<file path="config.mk">
export PLATFORM = sky130hd
export DESIGN_NAME = pipeline_hazard_controller
export DESIGN_NICKNAME = d
export VERILOG_FILES = /design/src/rtl/pipeline_ctrl_pkg.sv /design/src/rtl/pipeline_hazard_controller_sat_counter.sv /design/src/rtl/pipeline_hazard_controller.sv
export SDC_FILE = /design/constraint.sdc
export NUM_CORES = 1
export LEC_CHECK = 0
export BUFFER_PORTS_ARGS = -buffer_cell sky130_fd_sc_hd__buf_2
export CELL_PAD_IN_SITES_DETAIL_PLACEMENT = 1
export CELL_PAD_IN_SITES_GLOBAL_PLACEMENT = 2
export CORE_MARGIN = 1
export CORE_UTILIZATION = 31
export CTS_CLUSTER_DIAMETER = 120
export CTS_CLUSTER_SIZE = 28
export DETAILED_ROUTE_END_ITERATION = 10
export GPL_ROUTABILITY_DRIVEN = 0
export PLACE_DENSITY_LB_ADDON = 0.1
export SLEW_MARGIN = 15
export SYNTH_ARGS = -nofsm -noshare
export SYNTH_HDL_FRONTEND = slang
export SYNTH_HIERARCHICAL = 1
export SYNTH_SLANG_ARGS = --single-unit
</file>
<file path="constraint.sdc">
create_clock -name clk -period 1.9 [get_ports clk]
set_input_delay 0.38 -clock clk [delete_from_list [all_inputs] [get_ports clk]]
set_output_delay 0.38 -clock clk [all_outputs]
set_load 0.005 [all_outputs]
</file>
<file path="src/rtl/pipeline_ctrl_pkg.sv">
// -----------------------------------------------------------------------------
// pipeline_ctrl_pkg
//   Shared definitions for the 5-stage MIPS pipeline hazard controller:
//   FSM state encoding, PC source select codes and a helper that chooses
//   the redirect target.
// -----------------------------------------------------------------------------
package pipeline_ctrl_pkg;

   typedef enum logic [1:0] {
      RUN   = 2'd0,
      STALL = 2'd1,
      FLUSH = 2'd2
   } state_t;

   localparam logic [1:0] PC_SEL_PC4    = 2'd0;
   localparam logic [1:0] PC_SEL_BRANCH = 2'd1;
   localparam logic [1:0] PC_SEL_JUMP   = 2'd2;
   localparam logic [1:0] PC_SEL_JR     = 2'd3;

   // jr beats j/jal, which beats a taken branch.
   function automatic logic [1:0] redirect_sel(input logic jmp, input logic topc);
      if (topc)
         return PC_SEL_JR;
      else if (jmp)
         return PC_SEL_JUMP;
      else
         return PC_SEL_BRANCH;
   endfunction

endpackage

</file>
<file path="src/rtl/pipeline_hazard_controller_sat_counter.sv">
// -----------------------------------------------------------------------------
// sat_counter
//   Saturating up-counter used for the performance counts. Holds at
//   all-ones instead of wrapping.
//   Ports:
//     clk      rising-edge clock
//     reset    asynchronous active-low reset (clears the count)
//     i_inc    add one this cycle
//     o_count  current count
// -----------------------------------------------------------------------------
module sat_counter #(
   parameter int CNT_WIDTH = 16
) (
   input  logic                 clk,
   input  logic                 reset,
   input  logic                 i_inc,
   output logic [CNT_WIDTH-1:0] o_count
);

   logic [CNT_WIDTH-1:0] r_count;

   always_ff @(posedge clk or negedge reset) begin
      if (!reset)
         r_count <= '0;
      else if (i_inc && (r_count != '1))
         r_count <= r_count + 1'b1;
   end

   assign o_count = r_count;

endmodule

</file>
<file path="src/rtl/pipeline_hazard_controller.sv">
// -----------------------------------------------------------------------------
// pipeline_hazard_controller
//   Drives the enables and flushes of the IF/ID, ID/EX and EX/MEM pipeline
//   registers. Stalls the front end on load-use hazards (bubble into ID/EX)
//   and flushes wrong-path stages when a branch/jump/jr resolves in MEM.
//   All control outputs respond in the same cycle as their inputs.
//   Ports:
//     clk, reset          clock, asynchronous active-low reset
//     ifid_rs_i/rt_i      source fields of the instruction in ID
//     idex_mem_read_i     EX holds a load;  idex_rt_i its destination
//     exmem_branch_i/zero_i/jmp_i/topc_i   redirect sources in MEM
//     pc_enable_o, ifid_enable_o           register load enables
//     ifid/idex/exmem_flush_o              stage flushes
//     pc_sel_o            0 PC+4, 1 branch, 2 jump, 3 jr register
//     stall_count_o       stall cycles seen (saturating)
//     flush_count_o       redirect events seen (saturating)
// -----------------------------------------------------------------------------
module pipeline_hazard_controller
   import pipeline_ctrl_pkg::*;
#(
   parameter int STALL_CYCLES = 1,
   parameter int FLUSH_CYCLES = 1,
   parameter int CNT_WIDTH    = 16
) (
   input  logic                 clk,
   input  logic                 reset,
   input  logic [4:0]           ifid_rs_i,
   input  logic [4:0]           ifid_rt_i,
   input  logic                 idex_mem_read_i,
   input  logic [4:0]           idex_rt_i,
   input  logic                 exmem_branch_i,
   input  logic                 exmem_zero_i,
   input  logic                 exmem_jmp_i,
   input  logic                 exmem_topc_i,
   output logic                 pc_enable_o,
   output logic                 ifid_enable_o,
   output logic                 ifid_flush_o,
   output logic                 idex_flush_o,
   output logic                 exmem_flush_o,
   output logic [1:0]           pc_sel_o,
   output logic [CNT_WIDTH-1:0] stall_count_o,
   output logic [CNT_WIDTH-1:0] flush_count_o
);

   localparam int MAX_CYC = (STALL_CYCLES > FLUSH_CYCLES) ? STALL_CYCLES : FLUSH_CYCLES;
   localparam int REM_W   = (MAX_CYC < 2) ? 1 : $clog2(MAX_CYC);
   localparam logic [REM_W-1:0] STALL_REM = REM_W'(STALL_CYCLES - 1);
   localparam logic [REM_W-1:0] FLUSH_REM = REM_W'(FLUSH_CYCLES - 1);
   localparam logic [REM_W-1:0] REM_LAST  = REM_W'(1);

   state_t           r_state, w_next_state;
   logic [REM_W-1:0] r_rem, w_next_rem;
   logic             w_redirect, w_load_use;
   logic             w_stall_inc, w_flush_inc;

   assign w_redirect = (exmem_branch_i & exmem_zero_i) | exmem_jmp_i | exmem_topc_i;
   assign w_load_use = idex_mem_read_i & (idex_rt_i != 5'd0) &
                       ((idex_rt_i == ifid_rs_i) | (idex_rt_i == ifid_rt_i));

   always_ff @(posedge clk or negedge reset) begin
      if (!reset) begin
         r_state <= RUN;
         r_rem   <= '0;
      end else begin
         r_state <= w_next_state;
         r_rem   <= w_next_rem;
      end
   end

   always_comb begin
      w_next_state  = r_state;
      w_next_rem    = r_rem;
      pc_enable_o   = 1'b1;
      ifid_enable_o = 1'b1;
      ifid_flush_o  = 1'b0;
      idex_flush_o  = 1'b0;
      exmem_flush_o = 1'b0;
      pc_sel_o      = PC_SEL_PC4;
      w_stall_inc   = 1'b0;
      w_flush_inc   = 1'b0;

      // A redirect wins in every state: it aborts a stall and restarts a flush.
      if (w_redirect) begin
         ifid_flush_o  = 1'b1;
         idex_flush_o  = 1'b1;
         exmem_flush_o = 1'b1;
         pc_sel_o      = redirect_sel(exmem_jmp_i, exmem_topc_i);
         w_flush_inc   = 1'b1;
         if (FLUSH_CYCLES > 1) begin
            w_next_state = FLUSH;
            w_next_rem   = FLUSH_REM;
         end else begin
            w_next_state = RUN;
            w_next_rem   = '0;
         end
      end else begin
         case (r_state)
            RUN: begin
               if (w_load_use) begin
                  pc_enable_o   = 1'b0;
                  ifid_enable_o = 1'b0;
                  idex_flush_o  = 1'b1;
                  w_stall_inc   = 1'b1;
                  if (STALL_CYCLES > 1) begin
                     w_next_state = STALL;
                     w_next_rem   = STALL_REM;
                  end
               end
            end
            STALL: begin
               pc_enable_o   = 1'b0;
               ifid_enable_o = 1'b0;
               idex_flush_o  = 1'b1;
               w_stall_inc   = 1'b1;
               w_next_rem    = r_rem - 1'b1;
               if (r_rem == REM_LAST)
                  w_next_state = RUN;
            end
            FLUSH: begin
               // ID holds a wrong-path instruction, so load_use is not looked at.
               ifid_flush_o  = 1'b1;
               idex_flush_o  = 1'b1;
               exmem_flush_o = 1'b1;
               w_next_rem    = r_rem - 1'b1;
               if (r_rem == REM_LAST)
                  w_next_state = RUN;
            end
            default: begin
               w_next_state = RUN;
               w_next_rem   = '0;
            end
         endcase
      end

      // Reset forces the safe output pattern immediately, independent of state.
      if (!reset) begin
         pc_enable_o   = 1'b0;
         ifid_enable_o = 1'b0;
         ifid_flush_o  = 1'b1;
         idex_flush_o  = 1'b1;
         exmem_flush_o = 1'b1;
         pc_sel_o      = PC_SEL_PC4;
         w_stall_inc   = 1'b0;
         w_flush_inc   = 1'b0;
      end
   end

   sat_counter #(.CNT_WIDTH(CNT_WIDTH)) u_stall_cnt (
      .clk     (clk),
      .reset   (reset),
      .i_inc   (w_stall_inc),
      .o_count (stall_count_o)
   );

   sat_counter #(.CNT_WIDTH(CNT_WIDTH)) u_flush_cnt (
      .clk     (clk),
      .reset   (reset),
      .i_inc   (w_flush_inc),
      .o_count (flush_count_o)
   );

endmodule

</file>
==> run summary, run 1 <==
Outcome - finished with violations
Failing checks - negative setup slack
Critical R2R Launch - u_flush_cnt/o_count[0]
Die width - 80.9 µm
Post-route minimum period - 1.93 ns
Post-Syn Area - 1930 µm²
Worst Path Max Fanout - 3
Core Box Area - 5960 µm²
R2r worst-path depth - 5
Number of global-route vias before repair - 1746
Hold Vio Cnt, Final - 0
CTS tree - built
Synth Area in Compound Gates - 0.150
CP endpoint kind - primary output
Via density - 5.23
Worst Path Required - 1.52 ns
Clk network pwr share - 0.310
DRC Markers - 0
Area contributors post-synth - dfrtp_1 (41%), xor2_1 (6.3%), nand4_1 (5.2%)
CTS sink count - 32
Pwr per Cell Area - 677 nW/µm²
Wire length per cell - 17.2 µm
Slew Limit Headroom - 0.726
# fillers - 701
XOR/XNOR Fraction of Synth Area - 0.109
Die Y - 80.9 µm
Post-synth EDFFs - 0
Commonest cells after routing, fill and taps aside - buf_2 (56), dfrtp_1 (32), buf_4 (18), nand4_1 (16), xor2_1 (14)
Setup crit start - idex_rt_i[4]
Die footprint - 6550 µm²
Starting Density - 0.324
Htree depth - 2
Layout area overhead - 36.9%
DRT iter0 DRCs - 48
Min Hold Slack - 0.0640 ns
Layout cells sized above 1 - 0.448
Pleak - 0.00127 µW
Synth top area share - 0.415
I/O pin count - 61
Final Non-Filler Cells - 334
Final worst-path cycle share - 1.02
Nets - 282
Net Switching - 567 µW
Sequential Power Share - 0.485
Worst setup endpoint - ifid_enable_o
Clk root buf - clkbuf_8
Router iterations before antenna repair - 4
Avg Cell Area, Syn - 11.2 µm²
Hold Buf Count CTS - 0
Final worst setup slack - -0.0297 ns
Final HPWL DP - 4400 µm
Largest area contributor in the netlist - dfrtp_1
Adder-cell share of the synthesized area - 0.0130
Main synth FF type - dfrtp_1
Clock latency on the worst-skew pair - 0.29 ns
RSZ-0062 raised after global routing - yes
Largest family of logic cells by synthesized area - simple AND/OR/NAND/NOR gates
Overflow after GRT - 0
P_int - 1220 µW
Critical Path AT - 1.55 ns
Total placed cells including tap cells - 324
Switching portion of total power - 0.317
TritonCTS Buffers - 5
CP Class - input pin to primary output
Max cap viols - 0
WL final - 5740 µm
Endpoints failing setup - 3
Total track usage - 0.181
Seq/Total Area, Yosys - 0.415
Clock transition at the registers of the reported paths - 0.07 ns
Worst vdd ir - 313 µV
Syn Nets - 197
Clock Skews - 0.00895 ns
Reg2reg setup slack - 0.18 ns
#FFs+latches synth - 32
Actual slew at the worst max-slew pin - 0.411 ns
Vias - 1748
Commonest non-fill, non-tap cell in the layout - buf_2
Port Buffer Count - 60
F_max - 0.518 GHz
R2r endpoint - u_flush_cnt/o_count[10]
Std cell rows - 28
Yosys cell types - 38
Largest net degree at the start of global routing - 24
Fin Setup TNS - -0.0713 ns
Pins Over Slew Limit - 0
Pre-CTS setup slack - -0.479 ns
CP Launch Type - input pin
Hold Crit Class - input pin to asynchronous set/reset pin
Mapped Cells - 173
Routed Antenna Nets - 0
Clock Tree Buf Depth - 2
Synth Area in Simple Gates - 0.292
FFs w/ async S/R, synth - 1.00
Mux cell area share after synthesis - 0.0117
Ant diodes - 0
Global-route wire length before repair - 9080 µm
Initial antenna violation count - 0
Synthesis Warnings - 6
Combinational Power Share - 0.206
==> sequential cells by signal, summed over array words and instances, names as in the netlist <==
| signal | flops |
|---|---|
| u_flush_cnt/o_count | 16 |
| u_stall_cnt/o_count | 16 |
==> worst min-delay path by stage <==
stage / startpoint / to / slack (ns)
after global routing: reset / u_flush_cnt/o_count[6] / 0.08
after CTS: reset / u_flush_cnt/o_count[9] / 0.05
after global placement: reset / u_flush_cnt/o_count[2] / 0.36
final: reset / u_flush_cnt/o_count[6] / 0.06
after detailed placement: reset / u_flush_cnt/o_count[3] / 0.36
after floorplan: reset / u_flush_cnt/o_count[0] / 0.08
==> critical path, cell delays in order <==
cell and delay, ns:
buf_8 0.10, or4_4 0.54, buf_6 0.13, o211ai_2 0.14, o21a_1 0.14, buf_2 0.12
==> area by class of cell <==
type / count / area [µm²] / area share
Sequential cell: 32 / 801 / 0.303
Clock inverter: 1 / 7.51 / 0.00284
Timing Repair Buffer: 80 / 490 / 0.186
Multi-Input combinational cell: 138 / 1160 / 0.439
Clock buffer: 7 / 86.3 / 0.0327
Tap cell: 75 / 93.8 / 0.0355
Inverter: 1 / 3.75 / 0.00142
==> timing repair <==
item,4_1_cts,5_1_grt
pin swaps,5,1
resized for setup,12,3
setup endpoints to repair,15,15
setup buffers,2,1
==> cell families (layout without fill, tap and decap cells) <==
family / after synthesis / in the layout
AO/OA/AOI/OAI: 38 / 38
adder cells (fa/ha/maj): 2 / 2
XOR/XNOR: 24 / 24
buffers and inverters: 3 / 89
multiplexers: 2 / 2
flip-flops: 32 / 32
AND/OR/NAND/NOR: 72 / 72
==> power by group through the flow <==
| stage | Sequential [µW] | Combinational (µW) | Clock [µW] |
|---|---|---|---|
| finish | 868 | 368 | 554 |
| global route | 884 | 412 | 605 |
| CTS | 868 | 371 | 581 |
| detailed placement | 880 | 361 | 0 |
| global placement | 872 | 344 | 0 |
| floorplan | 859 | 160 | 0 |
==> synthesized netlist by cell type, types with 2 or more instances <==
| cell type | count |
|---|---|
| dfrtp_1 | 32 |
| nor4_4 | 4 |
| nand4_4 | 2 |
| xor2_1 | 14 |
| nor2_1 | 6 |
| nor3_1 | 3 |
| and3_1 | 4 |
| and4_1 | 2 |
| nand4_1 | 16 |
| a21oi_1 | 6 |
| nor2_2 | 2 |
| a31oi_1 | 6 |
| and4_2 | 2 |
| mux2_1 | 2 |
| ha_1 | 2 |
| xnor2_1 | 10 |
| nor3_2 | 2 |
| nand3_1 | 10 |
| o21ai_0 | 2 |
| nand3_4 | 2 |
| nand2_1 | 9 |
| o21a_1 | 12 |
| and4_4 | 2 |
| nand4_2 | 2 |
| a32oi_1 | 2 |
| and4b_1 | 2 |
| o211ai_1 | 2 |
| buf_4 | 2 |
| o31ai_4 | 2 |
==> routing by layer <==
metal / share of wire / GRT usage / vias up
met5: 0 / 0 / -
met2: 0.45 / 0.271 / 53
li1: - / - / 850
met1: 0.50 / 0.264 / 841
met3: 0.046 / 0.0292 / 4
met4: 0.0050 / 0.0589 / 0
==> metrics by stage <==
step / area, µm² / total power (µW) / util
2_1_floorplan: 1970 / 1020 / -
3_3_place_gp: 2480 / 1220 / 0.416
3_5_place_dp: 2480 / 1240 / 0.416
4_1_cts: 2620 / 1820 / 0.440
5_1_grt: 2640 / 1900 / 0.444
6_report: 2640 / 1790 / 0.444
Note: power is estimated with default switching activity, not from simulation.
==> run 2: changes to the inputs <==
- PLACE_DENSITY: not set -> 0.79
- PLACE_DENSITY_LB_ADDON: 0.1 -> not set
==> run 2 against run 1 <==
  * The flow still finishes with violations (negative setup slack)
  * Flip-flop and latch count is the same
  * Clock power rose by 31%
  * Register-to-register slack lost 0.06 ns
  * Total power is 8.8% higher
  * Final area grew 1.8%
  * Largest power group unchanged
==> run summary, run 2 (same netlist as run 1, synthesis figures left out) <==
Worst Path Max Fanout - 5 (+2)
Commonest non-fill, non-tap cell in the layout - buf_2
Max cap viols - 0 (unchanged)
Port Buffer Count - 60 (unchanged)
Worst Path Required - 2.12 ns (+0.60 ns)
RSZ-0062 raised after global routing - yes
Slowest stage cell on the critical path - or4_4
# fillers - 683 (-2.6%)
Hold Buf Count CTS - 0 (unchanged)
Std cell rows - 28 (unchanged)
Final worst-path cycle share - 1.01 (about the same)
Final HPWL DP - 4040 µm (-8.2%)
Pleak - 0.00130 µW (+1.7%)
Hold Vio Cnt, Final - 0 (unchanged)
Worst vdd ir - 410 µV (+31%)
Post-route minimum period - 1.93 ns (-0.00178 ns)
CTS sink count - 32 (unchanged)
Htree depth - 2 (unchanged)
Layout cells sized above 1 - 0.477 (+0.0290)
Worst path max stage delay - 0.55 ns (about the same)
Clock Skews - 0.00681 ns (-0.00213 ns)
Clock Tree Buf Depth - 2 (unchanged)
Commonest cells after routing, fill and taps aside - buf_2 (57), dfrtp_1 (32), buf_4 (20), nand4_1 (16), xor2_1 (13)
Top cell family by delay on the critical path - simple AND/OR/NAND/NOR gates
Die footprint - 6550 µm² (unchanged)
CP endpoint kind - flip-flop
Critical R2R Launch - u_stall_cnt/o_count[1]
Slew Limit Headroom - 0.714 (-0.0113)
Setup crit start - idex_rt_i[1]
CP most frequent cell - buf_6
Wire length per cell - 15.8 µm (-8.3%)
Number of global-route vias before repair - 1812 (+3.8%)
Outcome - finished with violations
Layout area overhead - 39.3%
Pins Over Slew Limit - 0 (unchanged)
CP Class - input pin to flip-flop
Hold Crit Class - input pin to asynchronous set/reset pin
Via density - 5.27 (+0.73%)
Worst-path cell chain - buf_6 -> or4_4 -> buf_6 -> o21ai_4 -> nor3_4 -> buf_4 -> and3_4 -> and4_4 -> o211ai_1 -> o21a_1
Nets - 283 (+0.35%)
DRC Markers - 0 (unchanged)
Die width - 80.9 µm (unchanged)
CP Buf/Inv Count - 3 (unchanged)
Total track usage - 0.175 (-0.00638)
Clock latency on the worst-skew pair - 0.28 ns (about the same)
Actual slew at the worst max-slew pin - 0.429 ns (+0.0179 ns)
Routed Antenna Nets - 0 (unchanged)
Reg area - 801 µm² (unchanged)
Starting Density - 0.324 (unchanged)
TritonCTS Buffers - 5 (unchanged)
Pwr per Cell Area - 723 nW/µm² (+6.8%)
WL final - 5290 µm (-8.0%)
Initial antenna violation count - 0 (unchanged)
Overflow after GRT - 0 (unchanged)
Critical Path AT - 2.15 ns (+0.60 ns)
Final worst setup slack - -0.0279 ns (+0.00178 ns)
Multi-input gate area - 1190 µm² (+2.2%)
Failing checks - negative setup slack
Fin Setup TNS - -0.106 ns (-0.0349 ns)
DRT iter0 DRCs - 48 (unchanged)
Clk root buf - clkbuf_8
Pre-CTS setup slack - -0.230 ns (+0.249 ns)
F_max - 0.519 GHz (about the same)
CP Launch Type - input pin
Endpoints failing setup - 5 (+2)
I/O pin count - 61 (unchanged)
Largest net degree at the start of global routing - 34 (+42%)
Clock transition at the registers of the reported paths - 0.07 ns (about the same)
Ant diodes - 0 (unchanged)
Global-route wire length before repair - 8760 µm (-3.5%)
CTS tree - built
Core Box Area - 5960 µm² (unchanged)
Die Y - 80.9 µm (unchanged)
Router iterations before antenna repair - 2 (-2)
Vias - 1766 (+1.0%)
==> run 2: cell count changes in the layout (fill, tap and decap cells not counted), sizes merged <==
cell,previous run,this run
buf,80,81
bufinv,0,1
clkinvlp,1,0
==> run 2: worst reg2reg max path: cells and delay by family, from the launching register on <==
kind | cells | cell delay (ns)
simple gates | 1 | 0.19
flops | 1 | 0.45
mux | 1 | 0.35
compound gates | 1 | 0.24
fa+ha+maj | 1 | 0.44
==> run 2: cell type report <==
cell class	instances	share of cell area
multi-input combinational	138	0.441
sequential	32	0.298
timing repair buffer	81	0.179
clock buffer	7	0.0358
tap	75	0.0349
clock inverter	1	0.0112
inverter	1	0.00139
==> run 2: metrics by stage <==
step / power, µW / utilization / hold WS (ns) / instances / instance area, µm²
floorplan: 1020 / - / 0.0844 / 173 / 1970
global placement: 1210 / 0.416 / 0.512 / 324 / 2480
detailed placement: 1220 / 0.416 / 0.525 / 324 / 2480
CTS: 1960 / 0.442 / 0.230 / 333 / 2630
global route: 2050 / 0.452 / 0.261 / 335 / 2690
finish: 1950 / 0.452 / 0.217 / 335 / 2690
==> run 2: timing repair <==
item | CTS | global route
gates cloned | 0 | 0
resized for setup | 5 | 11
buffers inserted | 1 | 2
endpoints found under the setup margin | 2 | 12
pin swaps | 4 | 10
==> run 2: routing by layer <==
metal / part of all wire / global-route usage
met5: 0 / 0
met4: 0.0040 / 0.0268
met3: 0.031 / 0.0371
met2: 0.52 / 0.309
met1: 0.45 / 0.220
==> run 2: final timing paths <==
| kind | endpoint | slack [ns] | cells after the start |
|---|---|---|---|
| worst max register to register | u_stall_cnt/o_count[1] | 0.12 | 4 |
| worst max-delay path | u_stall_cnt/o_count[5] | -0.03 | 10 |
| min in group clk | u_flush_cnt/o_count[15] | 0.53 | 1 |
| max in group asynchronous | u_flush_cnt/o_count[4] | 1.38 | 2 |
| worst min register to register | u_flush_cnt/o_count[15] | 0.53 | 1 |
| worst min-delay path | u_stall_cnt/o_count[4] | 0.22 | 2 |
==> run 2: power by group <==
group | switching [µW] | internal (µW) | leakage (µW)
registers | 116 | 747 | 0.000436
logic | 177 | 181 | 0.000796
clock network | 263 | 463 | 0.0000645
total | 556 | 1390 | 0.00130
